**src/rtl/quadrature_pkg.sv**
```systemverilog
// -----------------------------------------------------------------------------
// quadrature_pkg
// Shared types and constants for the quadrature encoder emulator.
//   state_t  : IDLE / STEP / FINISH controller states
//   dir_t    : rotation direction (DIR_CW / DIR_CCW)
//   AB_CW    : AB sequence of one clockwise detent, index 0 is driven first
//   AB_CCW   : AB sequence of one counter-clockwise detent
//   POS_MIN  : lowest detent position
// AB values are packed as {A, B}.
// -----------------------------------------------------------------------------
package quadrature_pkg;

    typedef enum logic [1:0] {
        IDLE   = 2'd0,
        STEP   = 2'd1,
        FINISH = 2'd2
    } state_t;

    typedef enum logic {
        DIR_CW  = 1'b0,
        DIR_CCW = 1'b1
    } dir_t;

    // Element [0] is the first phase after rest (00); element [3] returns to 00.
    // CW : 10, 11, 01, 00   (A leads, so A rises while B=0)
    // CCW: 01, 11, 10, 00   (B leads, so A rises while B=1)
    localparam logic [3:0][1:0] AB_CW  = {2'b00, 2'b01, 2'b11, 2'b10};
    localparam logic [3:0][1:0] AB_CCW = {2'b00, 2'b10, 2'b11, 2'b01};

    localparam int POS_MIN = 1;

    function automatic logic [1:0] ab_phase(input dir_t d, input logic [1:0] idx);
        return (d == DIR_CW) ? AB_CW[idx] : AB_CCW[idx];
    endfunction

endpackage

```
**src/rtl/quadrature_emulator_phase_timer.sv**
```systemverilog
// -----------------------------------------------------------------------------
// phase_timer
// Loadable down-counter. Loading N makes o_tick assert during the N-th cycle
// after the load edge, so logic acting on o_tick fires exactly N edges after
// the load. The counter stops at zero unless reloaded.
//   clk      : clock
//   rst      : asynchronous active-high reset
//   i_load   : load i_value this edge (priority over counting)
//   i_value  : reload value, 1 or more
//   o_tick   : terminal-count pulse
// -----------------------------------------------------------------------------
module phase_timer #(
    parameter int W = 8
) (
    input  logic         clk,
    input  logic         rst,
    input  logic         i_load,
    input  logic [W-1:0] i_value,
    output logic         o_tick
);

    logic [W-1:0] r_count;

    always_ff @(posedge clk or posedge rst) begin
        if (rst) begin
            r_count <= '0;
        end else if (i_load) begin
            r_count <= i_value;
        end else if (r_count != '0) begin
            r_count <= r_count - 1'b1;
        end
    end

    assign o_tick = (r_count == W'(1));

endmodule

```
**src/rtl/quadrature_emulator.sv**
```systemverilog
// -----------------------------------------------------------------------------
// quadrature_emulator
// Drives rotary-encoder quadrature lines (A/B) and a push-button line so that
// the encoder reader ends up at a commanded detent position (1..NUM_POS).
// Optional build macro: SHORTEST_PATH_EN -- when defined, moves longer than
// half a turn are done counter-clockwise; otherwise every move is clockwise.
// Ports:
//   clk, rst        : clock, asynchronous active-high reset
//   cmd_valid/ready : target handshake, ready only while idle
//   cmd_target      : requested position
//   cmd_error       : one-cycle pulse for an out-of-range target
//   btn_req         : single-cycle button press request
//   signal_a/b      : quadrature outputs (registered)
//   button          : emulated button level
//   position        : position the decoder is believed to hold
//   busy            : stepping in progress
//   done            : one-cycle pulse when a command completes
// -----------------------------------------------------------------------------
module quadrature_emulator
    import quadrature_pkg::*;
#(
    parameter int PHASE_CYCLES  = 1000,
    parameter int BUTTON_CYCLES = 50000,
    parameter int POS_W         = 4,
    parameter int NUM_POS       = 8
) (
    input  logic             clk,
    input  logic             rst,
    input  logic             cmd_valid,
    output logic             cmd_ready,
    input  logic [POS_W-1:0] cmd_target,
    output logic             cmd_error,
    input  logic             btn_req,
    output logic             signal_a,
    output logic             signal_b,
    output logic             button,
    output logic [POS_W-1:0] position,
    output logic             busy,
    output logic             done
);

    localparam int PW = $clog2(PHASE_CYCLES + 1);
    localparam int BW = $clog2(BUTTON_CYCLES + 1);

    localparam logic [PW-1:0]    PH_ONE   = PW'(1);
    localparam logic [PW-1:0]    PH_FULL  = PW'(PHASE_CYCLES);
    // The last 00 hold is one cycle shorter because FINISH adds the final cycle.
    localparam logic [PW-1:0]    PH_LAST  = PW'(PHASE_CYCLES - 1);
    localparam logic [BW-1:0]    BTN_FULL = BW'(BUTTON_CYCLES);
    localparam logic [POS_W-1:0] POS_LO   = POS_W'(POS_MIN);
    localparam logic [POS_W-1:0] POS_HI   = POS_W'(NUM_POS);
    localparam logic [POS_W:0]   FWD_NUM  = (POS_W+1)'(NUM_POS);
    localparam logic [POS_W:0]   FWD_HALF = (POS_W+1)'(NUM_POS / 2);

    state_t           r_state;
    dir_t             r_dir;
    logic [1:0]       r_phase;
    logic [POS_W:0]   r_steps;
    logic [1:0]       r_ab;
    logic [POS_W-1:0] r_position;
    logic             r_busy;
    logic             r_done;
    logic             r_cmd_error;
    logic             r_button;

    logic             w_target_ok;
    logic [POS_W:0]   w_diff;
    logic [POS_W:0]   w_fwd;
    dir_t             w_dir;
    logic [POS_W:0]   w_steps;
    logic             w_start;
    logic             w_advance;
    logic             w_last;
    logic [1:0]       w_ab_next;
    logic [POS_W-1:0] w_pos_stepped;
    logic             w_phase_load;
    logic [PW-1:0]    w_phase_value;
    logic             w_phase_tick;
    logic             w_btn_load;
    logic             w_btn_tick;

    assign w_target_ok = (cmd_target >= POS_LO) && (cmd_target <= POS_HI);

    // Signed difference in POS_W+1 bits; a negative result wraps by NUM_POS.
    assign w_diff = {1'b0, cmd_target} - {1'b0, r_position};
    assign w_fwd  = w_diff[POS_W] ? (w_diff + FWD_NUM) : w_diff;

    always_comb begin
        w_dir   = DIR_CW;
        w_steps = w_fwd;
`ifdef SHORTEST_PATH_EN
        if (w_fwd > FWD_HALF) begin
            w_dir   = DIR_CCW;
            w_steps = FWD_NUM - w_fwd;
        end
`endif
    end

    assign w_start   = (r_state == IDLE) && cmd_valid && w_target_ok && (w_fwd != '0);
    // r_steps reaching zero means the final 00 hold has expired.
    assign w_advance = (r_state == STEP) && w_phase_tick && (r_steps != '0);
    assign w_last    = (r_phase == 2'd3) && (r_steps == (POS_W+1)'(1));
    assign w_ab_next = ab_phase(r_dir, r_phase);

    always_comb begin
        w_pos_stepped = r_position + 1'b1;
        if (r_dir == DIR_CW) begin
            if (r_position == POS_HI) w_pos_stepped = POS_LO;
        end else begin
            w_pos_stepped = (r_position == POS_LO) ? POS_HI : (r_position - 1'b1);
        end
    end

    assign w_phase_load  = w_start || (w_advance && !(w_last && PHASE_CYCLES == 1));
    assign w_phase_value = w_start ? PH_ONE : (w_last ? PH_LAST : PH_FULL);

    phase_timer #(.W(PW)) u_phase_timer (
        .clk     (clk),
        .rst     (rst),
        .i_load  (w_phase_load),
        .i_value (w_phase_value),
        .o_tick  (w_phase_tick)
    );

    always_ff @(posedge clk or posedge rst) begin
        if (rst) begin
            r_state     <= IDLE;
            r_dir       <= DIR_CW;
            r_phase     <= 2'd0;
            r_steps     <= '0;
            r_ab        <= 2'b00;
            r_position  <= POS_LO;
            r_busy      <= 1'b0;
            r_done      <= 1'b0;
            r_cmd_error <= 1'b0;
        end else begin
            r_done      <= 1'b0;
            r_cmd_error <= 1'b0;
            case (r_state)
                IDLE: begin
                    if (cmd_valid) begin
                        if (!w_target_ok) begin
                            r_cmd_error <= 1'b1;
                        end else if (w_fwd == '0) begin
                            r_state <= FINISH;
                        end else begin
                            r_dir   <= w_dir;
                            r_steps <= w_steps;
                            r_phase <= 2'd0;
                            r_busy  <= 1'b1;
                            r_state <= STEP;
                        end
                    end
                end
                STEP: begin
                    if (w_phase_tick && (r_steps == '0)) begin
                        r_state <= FINISH;
                    end else if (w_advance) begin
                        r_ab    <= w_ab_next;
                        r_phase <= r_phase + 2'd1;
                        // The decoder counts on the A rising edge, so position follows it.
                        if (w_ab_next[1] && !r_ab[1]) begin
                            r_position <= w_pos_stepped;
                        end
                        if (r_phase == 2'd3) begin
                            r_steps <= r_steps - 1'b1;
                        end
                        if (w_last && PHASE_CYCLES == 1) begin
                            r_state <= FINISH;
                        end
                    end
                end
                FINISH: begin
                    r_done  <= 1'b1;
                    r_busy  <= 1'b0;
                    r_state <= IDLE;
                end
                default: r_state <= IDLE;
            endcase
        end
    end

    // Button path runs independently of the stepping controller.
    assign w_btn_load = btn_req && !r_button;

    phase_timer #(.W(BW)) u_button_timer (
        .clk     (clk),
        .rst     (rst),
        .i_load  (w_btn_load),
        .i_value (BTN_FULL),
        .o_tick  (w_btn_tick)
    );

    always_ff @(posedge clk or posedge rst) begin
        if (rst) begin
            r_button <= 1'b0;
        end else if (w_btn_load) begin
            r_button <= 1'b1;
        end else if (w_btn_tick) begin
            r_button <= 1'b0;
        end
    end

    assign cmd_ready = (r_state == IDLE);
    assign cmd_error = r_cmd_error;
    assign signal_a  = r_ab[1];
    assign signal_b  = r_ab[0];
    assign button    = r_button;
    assign position  = r_position;
    assign busy      = r_busy;
    assign done      = r_done;

endmodule

```
**config.mk**
```make
export PLATFORM = sky130hd
export DESIGN_NAME = quadrature_emulator
export DESIGN_NICKNAME = d
export VERILOG_FILES = /design/src/rtl/quadrature_pkg.sv /design/src/rtl/quadrature_emulator_phase_timer.sv /design/src/rtl/quadrature_emulator.sv
export SDC_FILE = /design/constraint.sdc
export NUM_CORES = 1
export LEC_CHECK = 0
export CAP_MARGIN = 20
export CORE_MARGIN = 2
export CORE_UTILIZATION = 60
export CTS_CLUSTER_SIZE = 40
export DETAILED_ROUTE_END_ITERATION = 7
export PLACE_DENSITY = 0.81
export REMOVE_ABC_BUFFERS = 1
export SETUP_SLACK_MARGIN = 0.5
export SLEW_MARGIN = 20
export SYNTH_ARGS = -nofsm -noshare
export SYNTH_HDL_FRONTEND = slang
export SYNTH_HIERARCHICAL = 1
export SYNTH_SLANG_ARGS = --single-unit
export TNS_END_PERCENT = 5
```
**constraint.sdc**
```tcl
create_clock -name clk -period 4 [get_ports clk]
set_clock_uncertainty 0.15 [all_clocks]
set_input_delay 0.8 -clock clk [delete_from_list [all_inputs] [get_ports clk]]
set_output_delay 0.8 -clock clk [all_outputs]
set_load 0.02 [all_outputs]
```
After elaboration in Yosys (flattened, before gate mapping)
Cells that the tools add are included.

word-level totals
  register bits after elaboration = 45
  output and inout port bits = 11
  word-level logic and storage cells = 105

operators by class
  bitwise gates (word level) = 1
  eq/ne operators = 14
  multiplexer cells = 38
  reductions and logical operators = 31
  magnitude comparators = 3
  add/subtract/negate cells = 7

operators by type and width
  cell                     number
  $mux W5                  7
  $mux W16                 2
  $mux W10                 3
  $mux W2                  10
  $eq A16 B1 Y1 const B    1
  $reduce_bool A16 Y1      1
  $sub A16 B1 Y16 const B  1
  $eq A10 B1 Y1 const B    1
  $logic_and A1 B1 Y1      10
  $logic_not A5 Y1         2
  $pmux W5 S2              1
  $reduce_bool A10 Y1      1
  $reduce_bool A2 Y1       5
  $reduce_bool A5 Y1       2
  $sub A10 B1 Y10 const B  1
  $mux W1                  9
  $mux W4                  2
  $ne A2 B2 Y1 const B     4
  $pmux W2 S2              2
  $reduce_and A4 Y1        2
  $reduce_and A7 Y1        1
  $ne A2 B1 Y1 const B     3
  $reduce_and A3 Y1        2
  $reduce_and A6 Y1        1
  18 further kinds         20

Longest topological paths before layout
Gate-level depths: netlist (run 1).

  depth after elaboration = 8
  depth in mapped cells = 15
  mapped depth without buffers = 15

Hierarchy
The synthesis (run 1) kept the hierarchy.

by module, submodules not included
  module                        area each (um^2)  cells an instance  seq. area each (um^2)  times used
  quadrature_emulator           1312.5            142                476.7                  1
  phase_timer (u_button_timer)  1061.0            112                400.4                  1
  phase_timer (u_phase_timer)   660.6             71                 250.2                  1

Least setup slack after synthesis (run 1)
OpenSTA, ideal clock, no wires.

  path type = input-to-reg
  start point = in cmd_target[0]
  end point = reg u_phase_timer.r_count[3]
  path buffers = 2
  cell stages on the path = 15
  required time = 3.717 ns
  setup slack = 0.149 ns
  library setup time = 0.133 ns
  arrival time = 3.568 ns
  path through = inv_1 > ha_1 > fa_1 > inv_1 > a21o_1 > a21oi_1 > ha_1 > and4b_1 > a21boi_0 > a21oi_1 > inv_1 > clkbuf_1 > clkbuf_1 > mux2i_1 > nor2_1

on the way
  cells in the longest elaborated chain, start to end = 7

ends and longest elaborated chain
  item                                                   line                                   source
  start: declaration                                     quadrature_emulator.sv:31              input logic [POS_W-1:0] cmd_target,
  $sub A4 B4 Y5                                          quadrature_emulator.sv:85              assign w_diff = {1'b0, cmd_target} - {1'b0, r_position};
  $add A5 B4 Y5                                          quadrature_emulator.sv:86              assign w_fwd = w_diff[POS_W] ? (w_diff + FWD_NUM) : w_diff;
  $mux W5                                                quadrature_emulator.sv:86
  $reduce_bool A5 Y1                                     quadrature_emulator.sv:99              assign w_start = (r_state == IDLE) && cmd_valid && w_target_ok && (w_fwd != '0);
  $logic_and A1 B1 Y1 (*)                                quadrature_emulator.sv:99
  $logic_or A1 B1 Y1 (*)                                 quadrature_emulator.sv:114             assign w_phase_load = w_start || (w_advance && !(w_last && PHASE_CYCLES == 1));
  via w_phase_load                                       quadrature_emulator.sv:76              logic w_phase_load;
  $mux W10 / $reduce_bool A2 Y1 (equally long branches)  -
  end signal: assignment                                 quadrature_emulator_phase_timer.sv:28  r_count <= i_value;
  end signal: assignment                                 quadrature_emulator_phase_timer.sv:30  r_count <= r_count - 1'b1;
  end: declaration                                       quadrature_emulator_phase_timer.sv:22  logic [W-1:0] r_count;

Mark *: on every way through the listed nets, which the timed path passes. The rest lies on a longest branch.
A chain may end at the register's enable or synchronous reset.

Final worst setup path (run 1)
  start point = in cmd_target[3]
  end point = reg u_phase_timer.r_count[1]

The elaborated chain is that of the path after synthesis.

==> impl_results.md, run 1 <==
* DR pass1 iterations at 4
* Net Sw Frac at 39.7%
* Most frequent cells in the layout: 44 x dfrtp_1, 29 x nand2_1, 24 x inv_1, 24 x a21oi_1, 18 x nor2_1
* Fin worst setup slack at slightly above 0.6 ns
* Max IR drop VDD at 0.271 mV
* Sequential share of power at 47.4%
* Post-detail-place hpwl at 4860 µm
* Drt wl/cell at 15.3 µm
* Final hold vios at 0
* Top_reg_cell synth: dfrtp_1
* Netlist Area Pre-Place at 3030 µm²
* # port buffers at 18
* DRT Wirelength at 6690 µm
* Num rows at 25
* Pint at 0.979 mW
* Cells after synthesis at 325
* Die area at 5640 µm²
* CTS clk-pin slew, worst paths at 0.09 ns
* First-pass GRT wire length at 11100 µm
* Avg Inst Size Synth at around 9.3 µm²
* Flops & latches, synth at 45
* Crit path kind: in -> reg
* Total track usage at 26.0%
* Critical Path RT at 4.08 ns
* Initial Util at 63.4%
* Sequential share of the synthesized area at 37.2%
* Worst skew pair latency at a little over 0.3 ns
* Fmax at about 300 MHz
* Finished Layout Cells at between 400 and 500
* Worst Tran Pin Value at about 0.79 ns
* Fin nets at slightly below 400
* Cell taking the most area after synthesis: dfrtp_1
* Antenna cells at 0
* Synth-to-layout area growth at 17.7%
* P_sw at 0.644 mW
* Longest Clk Path Bufs at 2
* Starting DRT DRC Count at 146
* Setup crit end kind: flop
* Layout cells sized above 1 at between 10% and 20%
* ANT nets after route at 0
* Initial antenna violation count at 0
* Largest net degree at the start of global routing at 24
* Width of the die at 75.1 µm
* CP Launch Type: input port
* Area share of the largest cell type after synthesis at 36.3%
* CP Max Fanout at 5
* Worst relative slew slack at 47.0%
* Post-Route Utilization at 74.6%
* Worst hold path class: reg -> reg
* Slew Limit Fails at 0
* Design area at 3570 µm²
* Clock tree from TritonCTS: yes
* Tmin final at 3.39 ns
* DRC viols at 0
* Via/cell ratio at 5.94
* Most common cell after layout, fill and taps aside: dfrtp_1
* Tcrit/Tclk final at between 80% and 90%
* CP arrival at 3.47 ns
* Static leakage at 1.49 nW
* Synth Warn # at 6
* Yosys cell types at 75
* RSZ-0062 raised after global routing: false
* Place WS at -0.155 ns
* Vert. Die Dim at approximately 75 µm
* Fin Setup TNS at 0 ns
* PD cells at 454 nW/µm²
* Dpl cell area at 3390 µm²
* Core area at 4790 µm²
* H-Tree Level Count at 2
* FFs w/ async S/R, synth at between 90% and 100%
* Clk pwr share at 18.8%
* Vias at 2601
* Final setup viols at 0
* Max-cap violations at 0
* Comb power frac at approximately a third
* # clock sinks at 45
* Worst hold slack at 0.369 ns
* Vias in the first global route at 2393
* Post-synth EDFFs at 0
* Most area-consuming cells after synthesis: dfrtp_1 36%, ha_1 5.8%, a21oi_1 4.1%
* Status: completed
* Total global routing overflow at 0
* Post-Place Cells at 428
* Clk root buf: clkbuf_8
* CTS Buf Count at 5
* Placer Congestion at around 0.88
* Total power at between 1.5 and 2 mW
* IO Count at 19
worst max-delay path, cell delays in order:
cell             delay [ns]
clkdlybuf4s50_1        0.45
ha_1                   0.35
xor2_1                 0.19
ha_1                   0.32
and4b_1                0.22
a21boi_1               0.08
buf_4                  0.16
a21oi_4                0.17
inv_4                  0.08
nor4_4                 0.32
buf_4                  0.19
nor2_1                 0.04
a21oi_1                0.10
per-layer routing:
| metal | wire length, µm | share of wire [%] | global-route usage [%] | up-vias |
|---|---|---|---|---|
| met5 | 0 | 0 | 0 | - |
| met4 | 77 | 1.2 | 7.94 | 0 |
| met3 | 287 | 4.3 | 4.95 | 7 |
| met2 | 3330 | 50 | 42.4 | 70 |
| met1 | 3000 | 45 | 35.2 | 1259 |
| li1 | - | - | - | 1265 |
registers in the layout, summed over array words and instances (netlist names):
register	count
u_button_timer/r_count	16
busy	1
r_steps	5
r_state	2
r_phase	2
button	1
u_phase_timer/r_count	10
position	4
cmd_error	1
done	1
r_ab	2
area by class of cell:
cell class | instances | area, µm²
multi-input cells | 259 | 1860
fillers | 353 | 1210
flip-flops and latches | 45 | 1130
repair buffers | 33 | 302
inverters | 26 | 103
well taps | 67 | 83.8
clock buffers | 6 | 82.6
clock inverters | 2 | 13.8
cells in the mapped netlist, drive strengths merged, types with 7 or more instances:
| cell | instances |
|---|---|
| dfrtp | 44 |
| nand2 | 29 |
| inv | 26 |
| a21oi | 25 |
| nor2 | 18 |
| o21ai | 17 |
| ha | 14 |
| nor4 | 12 |
| nor3 | 11 |
| xnor2 | 7 |
power by group through the flow:
stage               Combinational (mW)  Sequential [mW]  Clock, mW
CTS                              0.547            0.765      0.309
detailed placement               0.526            0.765          0
global placement                 0.506            0.759          0
global route                     0.616            0.786      0.327
floorplan                        0.401            0.724          0
finish                           0.549            0.769      0.304
path summary, 6_finish.rpt:
check / start / endpoint / slack (ns) / cells past startpoint
max reg2reg: position[1] / u_phase_timer/r_count[1] / 0.71 / 15
min reg2reg: r_state[1] / r_state[1] / 0.37 / 1
max: cmd_target[3] / u_phase_timer/r_count[1] / 0.61 / 13
min: r_state[1] / r_state[1] / 0.37 / 1
max in group asynchronous: rst / r_steps[4] / 2.40 / 2
min in group asynchronous: rst / u_phase_timer/r_count[9] / 0.67 / 2
logic make-up after synthesis:
group,synth area share (%)
buffers and inverters,5.32
DFF,37.2
AOI/OAI and AO/OA,19.0
adders and majority gates,6.43
other,0.248
xor gates and xnor gates,2.89
muxes,3.88
and+or+nand+nor,25.1
what timing repair did:
item | 4_1_cts | 5_1_grt
resized for setup | 14 | 4
pin swaps | 4 | 2
hold buffers | 0 | 0
setup buffers | 2 | 0
setup endpoints to repair | 10 | 8
No activity file was read; power rests on OpenSTA's default activity.
==> run 2, diff against run 1 <==
- clock period: 4 -> 3.2 ns (I/O delays scaled with it)
==> impl_results.md, run 2 (synthesized netlist as in run 1, its figures left out) <==
* Worst relative slew slack at 48.7% (+1.7 points)
* Post-detail-place hpwl at 4810 µm (-1.1%)
* H-Tree Level Count at 2 (unchanged)
* Tmin final at between 3 and 4 ns
* Die area at 5640 µm² (unchanged)
* Width of the die at 75.1 µm (unchanged)
* Final hold vios at 0 (unchanged)
* Total track usage at 27.1% (+1.2 points)
* CP arrival at 3.12 ns (-0.35 ns)
* Vert. Die Dim at 75.1 µm (unchanged)
* Initial antenna violation count at 0 (unchanged)
* Crit. Startpoint: position[0]
* Max stage delay on crit path at 0.57 ns (+0.12 ns)
* Status: completed
* # clock sinks at 45 (unchanged)
* Slew Limit Fails at 0 (unchanged)
* First-pass GRT wire length at 11700 µm (+4.8%)
* Met2 usage in global routing at 44.6% (+2.2 points)
* Num rows at 25 (unchanged)
* Biggest regs: u_button_timer/r_count: 16 flops, u_phase_timer/r_count: 10 flops, r_steps: 5 flops
* Critical Path RT at 3.27 ns (-0.81 ns)
* Static leakage at 1.57 nW (+5.2%)
* Most frequent cells in the layout: 44 x dfrtp_1, 29 x nand2_1, 29 x buf_4
* Via/cell ratio at 5.75 (-3.2%)
* Drt wl/cell at 15.5 µm (+1.7%)
* DRT Wirelength at 7060 µm (+5.5%)
* Final setup viols at 0 (unchanged)
* Dpl cell area at 3490 µm² (+2.9%)
* Tcrit/Tclk final at between 90% and 100%
* Clk pwr share at 19.9% (+1.1 points)
* ANT nets after route at 0 (unchanged)
* Max-cap violations at 0 (unchanged)
* Total global routing overflow at 0 (unchanged)
* Layout cells sized above 1 at 23.5% (+6.8 points)
* Max IR drop VDD at 0.394 mV (+45%)
* Vias at 2609 (+0.31%)
* M3 GR Usage at 5.35% (+0.40 points)
* Vias in the first global route at 2513 (+5.0%)
* Crit path cell chain: ha_4 -> inv_1 -> a21o_1 -> a21oi_2 -> xor2_1 -> ha_1 -> and4b_1 -> a21boi_2 -> buf_4 -> a21oi_4 -> inv_4 -> buf_4 -> buf_4 -> a22o_1 -> nor3_1
* Fin nets at 410 (+4.3%)
* Most common cell after layout, fill and taps aside: dfrtp_1
* Clock tree from TritonCTS: yes
* Worst min-delay path startpoint: r_phase[1]
* Worst Tran Pin Value at 0.762 ns (-0.0252 ns)
* Top reg by flops: u_button_timer/r_count
* Fmax at around 330 MHz
* Synth-to-layout area growth at 24.1%
* Placer Congestion at 0.873 (-1.3%)
* CP Launch Type: flop
* Setup crit end kind: flop
* Cell mode on critical path: buf_4
* IO Count at 19 (unchanged)
* Net Sw Frac at 38.2% (-1.5 points)
* CP Max Fanout at 8 (+3)
* Max reg flops at 16 (unchanged)
* CTS clk-pin slew, worst paths at 0.09 ns (about the same)
* CTS Buf Count at 5 (unchanged)
* PD cells at 563 nW/µm² (+24%)
* Grt met1 use at 37.2% (+2.1 points)
* Initial Util at 63.4% (unchanged)
* Starting DRT DRC Count at 94 (-36%)
* Total power at 2.12 mW (+31%)
* Clk root buf: clkbuf_8
* P_sw at 0.810 mW (+26%)
* Design area at 3770 µm² (+5.5%)
* Longest Clk Path Bufs at 2 (unchanged)
* Crit-path slowest cell: dfstp_2
* # port buffers at 18 (unchanged)
* Worst skew pair latency at 0.30 ns (about the same)
* RSZ-0062 raised after global routing: true
* Worst hold path class: reg -> reg
* Core area at 4790 µm² (unchanged)
* Largest net degree at the start of global routing at 20 (-17%)
* Crit path kind: reg -> reg
* R2r startpoint: position[0]
* DRC viols at 0 (unchanged)
* Sequential share of power at 45.2% (-2.2 points)
* Comb power frac at 35.0% (+1.2 points)
* Antenna cells at 0 (unchanged)
* Busiest grt layer: met2
* Pint at 1.31 mW (+34%)
* DR pass1 iterations at 4 (unchanged)
[run 2: cell types whose count changed in the layout (fill, tap and decap cells not counted), sizes merged]
cell           previous run  this run
dlygate4sd2               0         2
clkdlybuf4s50            15        14
bufinv                    0         1
clkdlybuf4s15             1         0
buf                      15        34
clkbuf                    6         5
dlymetal6s2s              2         0
clkinv                    2         1
[run 2: path summary, 6_finish.rpt]
path / end / slack [ns] / cells past startpoint
max in group asynchronous: r_steps[1] / 1.76 / 2
worst min-delay path: r_ab[1] / 0.38 / 1
min in group asynchronous: u_phase_timer/r_count[8] / 0.53 / 2
worst min register to register: r_ab[1] / 0.38 / 1
worst max register to register: u_phase_timer/r_count[5] / 0.15 / 15
worst max-delay path: u_phase_timer/r_count[5] / 0.15 / 15
[run 2: routing by layer]
metal  part of all wire [%]  up-vias
met5                      0        -
met4                   0.51        0
met3                    4.4        4
met2                     49       61
met1                     46     1253
li1                       -     1291
[run 2: timing repair]
item	in CTS	in global routing
pin swaps	16	13
buffers inserted	2	4
resized for setup	32	10
endpoints found under the setup margin	21	20
hold buffers	0	0
[run 2: critical path, delay by kind of cell, from the launching register on]
kind	cells	cell delay [ns]
AOI/OAI and AO/OA	5	0.78
DFF	1	0.57
buffers and inverters	5	0.56
adders and majority gates	2	0.43
and+or+nand+nor	2	0.40
xor gates and xnor gates	1	0.08
[run 2: power by group through the flow]
stage	Sequential [mW]	Combinational (mW)	Clock [mW]
floorplan	0.905	0.501	0
global placement	0.943	0.643	0
detailed placement	0.954	0.670	0
CTS	0.951	0.703	0.429
global route	0.983	0.832	0.449
finish	0.958	0.742	0.422
[run 2: layout make-up]
class | instances | area (µm²)
multi-input combinational | 259 | 1920
clock inverter | 2 | 35.0
fill | 319 | 1020
timing repair buffer | 50 | 429
clock buffer | 5 | 68.8
tap | 67 | 83.8
inverter | 26 | 103
sequential | 45 | 1130
[run 2: through the flow]
stage / util [%] / instances / hold slack [ns] / setup TNS [ns] / setup WS, ns
2_1_floorplan: - / 330 / 0.313 / -2.23 / -0.427
3_3_place_gp: 72.9 / 441 / 0.347 / -8.23 / -0.751
5_1_grt: 78.7 / 454 / 0.411 / 0 / 0.0574
4_1_cts: 77.3 / 450 / 0.387 / 0 / 0.278
6_report: 78.7 / 454 / 0.383 / 0 / 0.147
3_5_place_dp: 72.9 / 441 / 0.368 / -9.58 / -0.845
==> run 3, diff against run 2 <==
- GPL_TIMING_DRIVEN: not set -> 0
- SETUP_SLACK_MARGIN: 0.5 -> 0.1
==> impl_results.md, run 3 (synthesized netlist as in run 1, its figures left out) <==
* IO Count at 19 (unchanged)
* Setup crit end kind: flop
* Drt wl/cell at 16.4 µm (+5.4%)
* Biggest regs: u_button_timer/r_count: 16 flops, u_phase_timer/r_count: 10 flops, r_steps: 5 flops
* Met2 usage in global routing at 45.7% (+1.1 points)
* Post-Route Utilization at 75.7% (-3.0 points)
* Cell mode on critical path: a21oi_2
* Die area at 5640 µm² (unchanged)
* Core area at 4790 µm² (unchanged)
* Largest net degree at the start of global routing at 21 (+5.0%)
* Max reg flops at 16 (unchanged)
* Total global routing overflow at 0 (unchanged)
* Final setup viols at 0 (unchanged)
* Fin worst setup slack at 0.0102 ns (-0.137 ns)
* Most frequent cells in the layout: 43 x dfrtp_1, 28 x nand2_1, 22 x a21oi_1
* First-pass GRT wire length at 11700 µm (unchanged)
* Static leakage at 1.48 nW (-5.7%)
* Worst skew pair latency at 0.31 ns (about the same)
* Top reg by flops: u_button_timer/r_count
* ANT nets after route at 0 (unchanged)
* Dpl cell area at 3300 µm² (-5.3%)
* M3 GR Usage at 6.02% (+0.67 points)
* Vert. Die Dim at 75.1 µm (unchanged)
* Fin Setup TNS at 0 ns (unchanged)
* Synth-to-layout area growth at 19.5%
* Worst hold path class: reg -> reg
* Fmax at 313 MHz (-4.3%)
* Critical Path RT at 3.29 ns (+0.02 ns)
* Starting DRT DRC Count at 169 (+80%)
* DRT Wirelength at 7220 µm (+2.4%)
* Max-cap violations at 0 (unchanged)
* Initial Util at 63.4% (unchanged)
* Total track usage at 27.6% (+0.48 points)
* CP Launch Type: input port
* Crit path cell chain: buf_8 -> inv_4 -> ha_4 -> fa_2 -> inv_2 -> a21o_1 -> a21oi_2 -> ha_1 -> and4b_1 -> a21boi_2 -> a21oi_2 -> clkinvlp_4 -> nor4_4 -> buf_4 -> nor2_1 -> a21oi_1
* Busiest grt layer: met2
* CP Max Fanout at 5 (-3)
* Antenna cells at 0 (unchanged)
* Worst hold slack at 0.375 ns (-0.00813 ns)
* Buf/Inv on CP at 5 (unchanged)
* Vias at 2649 (+1.5%)
* Worst relative slew slack at 42.6% (-6.1 points)
* # clock sinks at 45 (unchanged)
* H-Tree Level Count at 2 (unchanged)
* CP arrival at 3.28 ns (+0.16 ns)
* Total power at 2.02 mW (-4.8%)
* Clock tree from TritonCTS: yes
* Longest Clk Path Bufs at 2 (unchanged)
* Via/cell ratio at 6.01 (+4.5%)
* Fin nets at 396 (-3.4%)
* Initial antenna violation count at 0 (unchanged)
* Vias in the first global route at 2453 (-2.4%)
* Max IR drop VDD at 0.317 mV (-20%)
* Max stage delay on crit path at 0.36 ns (-0.21 ns)
* CP delay by family, top: adder cells
* Grt met1 use at 36.0% (-1.2 points)
* CTS Buf Count at 5 (unchanged)
* Final hold vios at 0 (unchanged)
* # port buffers at 18 (unchanged)
* Tcrit/Tclk final at 99.7% (+4.3 points)
* Num rows at 25 (unchanged)
* Most common cell after layout, fill and taps aside: dfrtp_1
* Crit-path slowest cell: fa_2
* Status: completed
* Placer Congestion at 0.885 (+1.4%)
* RSZ-0062 raised after global routing: true
* Slew Limit Fails at 0 (unchanged)
* Finished Layout Cells at 441 (-2.9%)
* Width of the die at 75.1 µm (unchanged)
* Place WS at -1.49 ns (-0.648 ns)
* Worst Tran Pin Value at 0.857 ns (+0.0948 ns)
* Post-Place Cells at 416 (-5.7%)
* Post-detail-place hpwl at 4610 µm (-4.3%)
* DR pass1 iterations at 4 (unchanged)
* Crit path kind: in -> reg
* PD cells at 558 nW/µm² (-1.0%)
* DRC viols at 0 (unchanged)
* Design area at 3620 µm² (-3.8%)
* CTS clk-pin slew, worst paths at 0.08 ns (about the same)
* Post-CTS Hold Buffers at 0 (unchanged)
* Layout cells sized above 1 at 20.3% (-3.2 points)
* Tmin final at 3.19 ns (+0.137 ns)
* Clk root buf: clkbuf_8
-- run 3: where the power goes --
group	internal [mW]	switching [mW]
registers	0.724	0.224
logic	0.327	0.366
clock network	0.175	0.205
total	1.23	0.794
-- run 3: final timing paths --
kind,cells past startpoint,slack [ns],end,from
max,16,0.01,u_phase_timer/r_count[1],cmd_target[0]
min,1,0.37,button,button
max reg2reg,14,0.01,u_phase_timer/r_count[1],position[1]
min reg2reg,1,0.37,button,button
max in group asynchronous,2,1.67,position[1],rst
min in group asynchronous,2,0.55,u_phase_timer/r_count[8],rst
-- run 3: what timing repair did --
action	CTS	global route
cloned	1	0
pin swaps	12	9
gates resized for setup	31	5
endpoints found under the setup margin	18	8
setup buffers	9	7
-- run 3: final cells by class --
| class | instances | area [µm²] |
|---|---|---|
| clock buffers | 6 | 82.6 |
| clock inverters | 2 | 13.8 |
| fillers | 329 | 1160 |
| inverters | 26 | 104 |
| multi-input cells | 259 | 1890 |
| flip-flops and latches | 45 | 1130 |
| well taps | 67 | 83.8 |
| repair buffers | 35 | 313 |
| repair inverters | 1 | 7.51 |
-- run 3: routing by layer --
metal | routed length (µm) | vias to the layer above
met2 | 3440 | 87
met5 | 0 | -
met3 | 429 | 17
li1 | - | 1270
met1 | 3200 | 1275
met4 | 161 | 0
